===== config.mk =====
export PLATFORM = sky130hd
export DESIGN_NAME = pps_timestamp_flat
export DESIGN_NICKNAME = d
export VERILOG_FILES = /design/src/rtl/pps_timestamp_if.sv /design/src/rtl/pps_timestamp.sv /design/src/flat_wrapper.sv
export SDC_FILE = /design/constraint.sdc
export NUM_CORES = 1
export LEC_CHECK = 0
export BUFFER_PORTS_ARGS = -buffer_cell sky130_fd_sc_hd__clkbuf_2
export CAP_MARGIN = 20
export CELL_PAD_IN_SITES_DETAIL_PLACEMENT = 1
export CELL_PAD_IN_SITES_GLOBAL_PLACEMENT = 1
export CORE_UTILIZATION = 37
export CTS_CLUSTER_SIZE = 40
export DETAILED_ROUTE_END_ITERATION = 16
export GPL_TIMING_DRIVEN = 0
export HOLD_SLACK_MARGIN = 0.15
export PLACE_DENSITY = 0.88
export SLEW_MARGIN = 20
export SYNTH_ARGS = -nofsm -noshare
export SYNTH_HDL_FRONTEND = slang
export SYNTH_SLANG_ARGS = --single-unit

===== constraint.sdc =====
create_clock -name clk_i -period 3.3 [get_ports clk_i]
set_clock_uncertainty 0.15 [all_clocks]
set_input_delay 0.495 -clock clk_i [delete_from_list [all_inputs] [get_ports clk_i]]
set_output_delay 0.495 -clock clk_i [all_outputs]
set_load 0.05 [all_outputs]

===== src/rtl/pps_timestamp_if.sv =====
// Event timestamp handshake between pps_timestamp and the readout logic.
// The timestamping block is the slave; the register/readout side is the master.
interface pps_timestamp_if #(
    parameter int SEC_WIDTH    = 32,
    parameter int SUBSEC_WIDTH = 32
);
    logic                    event_i;
    logic                    ts_ack_i;
    logic                    ts_valid_o;
    logic [SEC_WIDTH-1:0]    ts_sec_o;
    logic [SUBSEC_WIDTH-1:0] ts_subsec_o;
    logic                    ts_overflow_o;

    modport master (
        output event_i,
        output ts_ack_i,
        input  ts_valid_o,
        input  ts_sec_o,
        input  ts_subsec_o,
        input  ts_overflow_o
    );

    modport slave (
        input  event_i,
        input  ts_ack_i,
        output ts_valid_o,
        output ts_sec_o,
        output ts_subsec_o,
        output ts_overflow_o
    );
endinterface


===== src/rtl/pps_timestamp.sv =====
// PPS consumer: seconds / sub-second counters, period qualification with a
// lock state machine, and event timestamping with a valid/ack handshake.
//
// state       | meaning
// ------------+------------------------------------------------------------
// UNLOCKED    | no reference flag yet (after reset or a PPS timeout)
// ACQUIRE     | reference seen, counting consecutive good periods
// LOCKED      | LOCK_COUNT consecutive good periods observed
module pps_timestamp #(
    parameter int SUBSEC_WIDTH   = 32,
    parameter int SEC_WIDTH      = 32,
    parameter int NOMINAL_PERIOD = 125000000,
    parameter int TOLERANCE      = 16,
    parameter int LOCK_COUNT     = 3
) (
    input  logic                    clk_i,
    input  logic                    rst_i,
    input  logic                    pps_flag_i,
    pps_timestamp_if.slave          ts,
    output logic [SEC_WIDTH-1:0]    sec_count_o,
    output logic [SUBSEC_WIDTH-1:0] period_o,
    output logic                    period_valid_o,
    output logic                    locked_o,
    output logic                    pps_missing_o,
    output logic [7:0]              err_count_o
);
    localparam logic [1:0] ST_UNLOCKED = 2'd0;
    localparam logic [1:0] ST_ACQUIRE  = 2'd1;
    localparam logic [1:0] ST_LOCKED   = 2'd2;

    localparam int W1 = SUBSEC_WIDTH + 1;

    // Bounds are evaluated one bit wider than the counter so a saturated
    // counter plus one cannot wrap into the good window.
    localparam logic [SUBSEC_WIDTH:0] PER_LO =
        (NOMINAL_PERIOD > TOLERANCE) ? W1'(NOMINAL_PERIOD - TOLERANCE) : '0;
    localparam logic [SUBSEC_WIDTH:0] PER_HI =
        W1'(NOMINAL_PERIOD) + W1'(TOLERANCE);
    localparam logic [3:0] LOCK_CNT = 4'(LOCK_COUNT);

    logic [1:0]              state;
    logic [3:0]              good_cnt;
    logic [SUBSEC_WIDTH-1:0] subsec;
    logic [SUBSEC_WIDTH:0]   period_next;
    logic                    period_good;
    logic                    timeout_hit;
    logic                    err_inc;
    logic                    capture;

    assign period_next = {1'b0, subsec} + W1'(1);
    assign period_good = (period_next >= PER_LO) && (period_next <= PER_HI);

    // Timeout fires on the edge where subsec would step to PER_HI+1; a flag on
    // that same edge is simply a (bad) period and takes priority.
    assign timeout_hit = (state != ST_UNLOCKED) && !pps_flag_i &&
                         ({1'b0, subsec} == PER_HI);

    assign err_inc = timeout_hit ||
                     (pps_flag_i && (state != ST_UNLOCKED) && !period_good);

    assign locked_o = (state == ST_LOCKED);

    assign capture = ts.event_i && (!ts.ts_valid_o || ts.ts_ack_i);

    // Free-running sub-second counter (saturating) and seconds counter.
    always_ff @(posedge clk_i) begin
        if (rst_i) begin
            subsec      <= '0;
            sec_count_o <= '0;
        end else if (pps_flag_i) begin
            subsec      <= '0;
            sec_count_o <= sec_count_o + SEC_WIDTH'(1);
        end else if (subsec != '1) begin
            subsec      <= subsec + SUBSEC_WIDTH'(1);
        end
    end

    // Lock state machine, period register and PPS-missing pulse.
    always_ff @(posedge clk_i) begin
        if (rst_i) begin
            state          <= ST_UNLOCKED;
            good_cnt       <= '0;
            period_o       <= '0;
            period_valid_o <= 1'b0;
            pps_missing_o  <= 1'b0;
        end else begin
            period_valid_o <= 1'b0;
            pps_missing_o  <= 1'b0;
            if (pps_flag_i) begin
                case (state)
                    ST_UNLOCKED: begin
                        state    <= ST_ACQUIRE;
                        good_cnt <= '0;
                    end
                    ST_ACQUIRE: begin
                        period_o       <= period_next[SUBSEC_WIDTH-1:0];
                        period_valid_o <= 1'b1;
                        if (period_good) begin
                            good_cnt <= good_cnt + 4'd1;
                            if (good_cnt + 4'd1 == LOCK_CNT)
                                state <= ST_LOCKED;
                        end else begin
                            good_cnt <= '0;
                        end
                    end
                    ST_LOCKED: begin
                        period_o       <= period_next[SUBSEC_WIDTH-1:0];
                        period_valid_o <= 1'b1;
                        if (!period_good) begin
                            state    <= ST_ACQUIRE;
                            good_cnt <= '0;
                        end
                    end
                    default: begin
                        state    <= ST_UNLOCKED;
                        good_cnt <= '0;
                    end
                endcase
            end else if (timeout_hit) begin
                pps_missing_o <= 1'b1;
                state         <= ST_UNLOCKED;
                good_cnt      <= '0;
            end
        end
    end

    // Saturating error counter: bad periods plus timeouts.
    always_ff @(posedge clk_i) begin
        if (rst_i)
            err_count_o <= '0;
        else if (err_inc && (err_count_o != 8'hFF))
            err_count_o <= err_count_o + 8'd1;
    end

    // Timestamp capture with single-entry holding register and sticky overflow.
    always_ff @(posedge clk_i) begin
        if (rst_i) begin
            ts.ts_valid_o    <= 1'b0;
            ts.ts_sec_o      <= '0;
            ts.ts_subsec_o   <= '0;
            ts.ts_overflow_o <= 1'b0;
        end else begin
            if (capture) begin
                ts.ts_valid_o  <= 1'b1;
                ts.ts_sec_o    <= sec_count_o;
                ts.ts_subsec_o <= subsec;
            end else if (ts.ts_valid_o && ts.ts_ack_i) begin
                ts.ts_valid_o  <= 1'b0;
            end
            if (ts.event_i && ts.ts_valid_o && !ts.ts_ack_i)
                ts.ts_overflow_o <= 1'b1;
        end
    end
endmodule


===== src/flat_wrapper.sv =====
// flat-port wrapper written by rule: the top's interface ports become plain ports
module pps_timestamp_flat 
#(
    parameter int SUBSEC_WIDTH   = 32,
    parameter int SEC_WIDTH      = 32,
    parameter int NOMINAL_PERIOD = 125000000,
    parameter int TOLERANCE      = 16,
    parameter int LOCK_COUNT     = 3
)
  (clk_i, rst_i, pps_flag_i, sec_count_o, period_o, period_valid_o, locked_o, pps_missing_o, err_count_o, ts_event_i, ts_ts_ack_i, ts_ts_valid_o, ts_ts_sec_o, ts_ts_subsec_o, ts_ts_overflow_o);
  pps_timestamp_if #(.SEC_WIDTH(SEC_WIDTH), .SUBSEC_WIDTH(SUBSEC_WIDTH)) ts_i ();
  input  logic clk_i;
  input  logic rst_i;
  input  logic pps_flag_i;
  output logic [SEC_WIDTH-1:0] sec_count_o;
  output logic [SUBSEC_WIDTH-1:0] period_o;
  output logic period_valid_o;
  output logic locked_o;
  output logic pps_missing_o;
  output logic [7:0] err_count_o;
  input wire logic [$bits(ts_i.event_i)-1:0] ts_event_i;
  input wire logic [$bits(ts_i.ts_ack_i)-1:0] ts_ts_ack_i;
  output wire logic [$bits(ts_i.ts_valid_o)-1:0] ts_ts_valid_o;
  output wire logic [$bits(ts_i.ts_sec_o)-1:0] ts_ts_sec_o;
  output wire logic [$bits(ts_i.ts_subsec_o)-1:0] ts_ts_subsec_o;
  output wire logic [$bits(ts_i.ts_overflow_o)-1:0] ts_ts_overflow_o;
  assign ts_i.event_i = ts_event_i;
  assign ts_i.ts_ack_i = ts_ts_ack_i;
  assign ts_ts_valid_o = ts_i.ts_valid_o;
  assign ts_ts_sec_o = ts_i.ts_sec_o;
  assign ts_ts_subsec_o = ts_i.ts_subsec_o;
  assign ts_ts_overflow_o = ts_i.ts_overflow_o;
  pps_timestamp #(.SUBSEC_WIDTH(SUBSEC_WIDTH), .SEC_WIDTH(SEC_WIDTH), .NOMINAL_PERIOD(NOMINAL_PERIOD), .TOLERANCE(TOLERANCE), .LOCK_COUNT(LOCK_COUNT)) u_core (.clk_i(clk_i), .rst_i(rst_i), .pps_flag_i(pps_flag_i), .ts(ts_i), .sec_count_o(sec_count_o), .period_o(period_o), .period_valid_o(period_valid_o), .locked_o(locked_o), .pps_missing_o(pps_missing_o), .err_count_o(err_count_o));
endmodule

==> summary.md <==
| Metric | Value |
|---|---|
| Final Hold Slack | `0.215 ns` |
| # port buffers | `145` |
| CP Capture Type | `register` |
| Synthesis Warnings | `0` |
| Rel. slew slack | `between 40% and 50%` |
| Seq/Total Area, Yosys | `44.8%` |
| DP Wirelength | `roughly 18000 um` |
| Clk root buf | `clkbuf_16` |
| WP data required | `3.50 ns` |
| Clock Latency Late Sink | `0.44 ns` |
| WL/cell | `21.6 um` |
| Leakage | `between 4 and 5 nW` |
| Status | `finished with violations` |
| Ys flop type | `dfxtp_1` |
| Post-synth cell types | `69` |
| # H-tree levels | `4` |
| Startpoint Class | `register` |
| Initial Utilization | `37.8%` |
| Synth Net Count | `979` |
| Core ar. | `between 20000 and 25000 um^2` |
| RSZ-0062 raised after global routing | `yes` |
| Placed Area | `approximately 9000 um^2` |
| Post-Syn Instances | `964` |
| Pwr/cell area | `between 400 and 500 nW/um^2` |
| Setup Viol. Count Final | `14` |
| ANT cells | `0` |
| CTS Buf Count | `17` |
| Initial antenna violation count | `0` |
| Yosys reg bits | `178` |
| Die Y | `149 um` |
| Hold bufs inserted after CTS | `0` |
| Gr usage total | `27.2%` |
| Final ANT Viol Nets | `0` |
| Worst vdd ir | `0.000279 V` |
| Final instance area | `10600 um^2` |
| Mapped cell area | `7950 um^2` |
| Dpl ws | `-0.645 ns` |
| Data arrival time of the critical path | `4.04 ns` |
| Maximum buffer depth of the clock tree | `2` |
| Met2 Usage GRT | `44.3%` |
| Fillers | `around 2500` |
| MaxCap Viol Count | `0` |
| Worst-path fanout max | `5` |
| CTS tree | `done` |
| Layout cells sized above 1 | `27.6%` |
| Initial drt markers | `about 550` |
| DIE AREA | `22100 um^2` |
| Nets | `1192` |
| Fmax | `0.261 GHz` |
| FFs w/ async S/R, synth | `0%` |
| Largest net degree at the start of global routing | `17` |
| Num rows | `53` |
| Most used routing layer | `met2` |
| CTS sink cnt | `about 180` |
| Tcrit/Tclk final | `116%` |
| Hold Fails Final Rpt | `0` |
| Via Count | `8415` |
| Critical path type | `register to register` |
| Reg clk slew, reported paths | `0.07 ns` |
| Final Wtd Congestion | `0.907` |
| Slew Viols, Final | `0` |
| Routed WL | `roughly 32000 um` |
| Min Tclk post-route | `3.84 ns` |
| Failing checks | `setup timing` |
| R2r setup slk | `-0.54 ns` |
| DRT Pass-1 Iters | `6` |
| Global-route wire length before repair | `46300 um` |
| Vias in the first global route | `between 8000 and 9000` |
| P&R area growth vs syn | `33.0%` |
| Vias/cell | `5.75` |
| Register area | `3580 um^2` |
| Worst-Margin Slew | `approximately 0.85 ns` |
| Hold WC Path Type | `input port to register` |
| # IOs | `146` |
| Post-Syn Area per Cell | `8.25 um^2` |
| # DRC | `0` |
| GRT met3 Usage | `6.13%` |
| GRT overflow | `0` |
| Area of the multi-input gates | `approximately 4600 um^2` |
| Die width | `around 150 um` |
| Global routing met1 resource utilization | `33.1%` |
| Final Worst Setup Slack | `-0.536 ns` |
| Number of flops mapped to enable cells by yosys | `0` |
==> Yosys cell counts (3+ instances only) <==
master / number / share of area, %
nand3b_1: 3 / 0.28
nor4_1: 13 / 1.0
o22ai_1: 8 / 0.63
nor2b_1: 12 / 0.94
clkbuf_1: 44 / 2.1
o21ai_0: 10 / 0.63
and4_1: 4 / 0.44
nand3_1: 29 / 1.8
nor3_1: 13 / 0.82
nand2b_1: 16 / 1.3
or3_1: 8 / 0.63
a31oi_1: 3 / 0.24
mux2i_1: 6 / 0.76
buf_6: 3 / 0.42
mux2_1: 3 / 0.42
and3_1: 11 / 0.87
buf_1: 16 / 0.76
dfxtp_1: 178 / 45
nand4b_1: 3 / 0.33
a211oi_1: 31 / 2.9
mux2_2: 4 / 0.57
nand4_1: 24 / 1.9
xor2_1: 31 / 3.4
nand2_1: 166 / 7.8
buf_2: 3 / 0.19
ha_1: 10 / 1.6
or2_2: 6 / 0.47
a21oi_1: 106 / 6.7
xnor2_1: 32 / 3.5
and2_1: 5 / 0.39
o21a_1: 3 / 0.28
inv_1: 14 / 0.66
nor2_1: 99 / 4.7
==> metal layers <==
metal | wire length (um) | share of wire (%)
met1 | 12700 | 40
met2 | 15200 | 48
met3 | 2270 | 7.2
met4 | 1510 | 4.8
met5 | 0 | 0
==> layout make-up <==
class                      count  share of cell area (%)
multi-input combinational    705                    43.0
sequential                   178                    33.9
timing repair buffer         199                    11.0
clock buffer                  24                    4.95
tap                          275                    3.25
buffer                        62                    2.73
clock inverter                 7                   0.674
inverter                      14                   0.497
==> cell families (layout without fill, tap and decap cells) <==
family / after synthesis / after routing / share of synthesized area (%)
DFF: 178 / 178 / 44.8
AOI/OAI and AO/OA: 184 / 184 / 14.1
and+or+nand+nor: 434 / 435 / 26.5
muxes: 13 / 13 / 1.75
xor gates and xnor gates: 63 / 63 / 6.94
adders and majority gates: 10 / 10 / 1.57
buffers and inverters: 82 / 306 / 4.30
==> through the flow <==
stage          setup TNS (ns)  power (W)  cells  utilization, %
2_1_floorplan               0    0.00248    964               -
3_3_place_gp            -5.97    0.00257   1384            43.0
3_5_place_dp            -6.27    0.00258   1384            43.0
4_1_cts                -0.315    0.00462   1451            48.8
5_1_grt                 -6.23    0.00476   1464            50.3
6_report                -5.29    0.00463   1464            50.3
==> where the power goes <==
part           switching [W]  leakage, nW  internal (W)
Combinational       0.000278         2.28     0.0000811
Clock               0.000891        0.285       0.00118
Sequential         0.0000258         1.44       0.00218
==> critical path, cell delays in order (launching register included) <==
cell	delay [ns]
dfxtp_2	0.33
buf_6	0.12
nand4_1	0.17
buf_4	0.20
buf_4	0.14
nor4_4	0.23
buf_4	0.19
buf_4	0.13
nand4_1	0.09
a32oi_1	0.42
o2111a_1	0.33
nand4_1	0.14
a2111o_1	0.44
buf_4	0.16
nand2_4	0.10
buf_4	0.12
nand3_1	0.07
a21oi_1	0.21
==> state kept, by name, summed over array words and instances, names as in the netlist, 2 cells and up <==
register,count
u_core.ts.ts_subsec_o,32
u_core.ts.ts_sec_o,32
u_core.good_cnt,4
u_core.state,2
u_core.sec_count_o,32
u_core.subsec,32
u_core.err_count_o,8
u_core.period_o,32
==> repair_timing <==
| action | 4_1_cts | 5_1_grt |
|---|---|---|
| setup endpoints to repair | 14 | 14 |
| cloned | 1 | 0 |
| gates resized for setup | 65 | 38 |
| pin swaps | 30 | 25 |
| buffers inserted | 40 | 14 |
==> placed cells by master (no fill, tap or decap), types with 9 or more instances in the layout <==
master     instances
clkbuf_1          39
nor2b_1           12
clkbuf_2         145
xor2_1            30
nand4_1           24
a211oi_1          31
xnor2_1           28
buf_1             16
buf_4             50
inv_1             14
ha_1               9
nand2b_1          16
clkbuf_16         18
nand3_1           24
o21ai_0            9
and3_1            10
nor2_1            96
a21oi_1          104
buf_6             11
nand2_1          163
dfxtp_1          167
==> path summary, 6_finish.rpt <==
check / start / end / depth (start not counted)
min reg2reg: u_core.ts.ts_sec_o[13] / u_core.ts.ts_sec_o[13] / 2
max: u_core.subsec[12] / u_core.good_cnt[0] / 17
min: ts_event_i / u_core.ts.ts_valid_o / 3
max reg2reg: u_core.subsec[12] / u_core.good_cnt[0] / 17
Power figures use the tool's default switching activity.
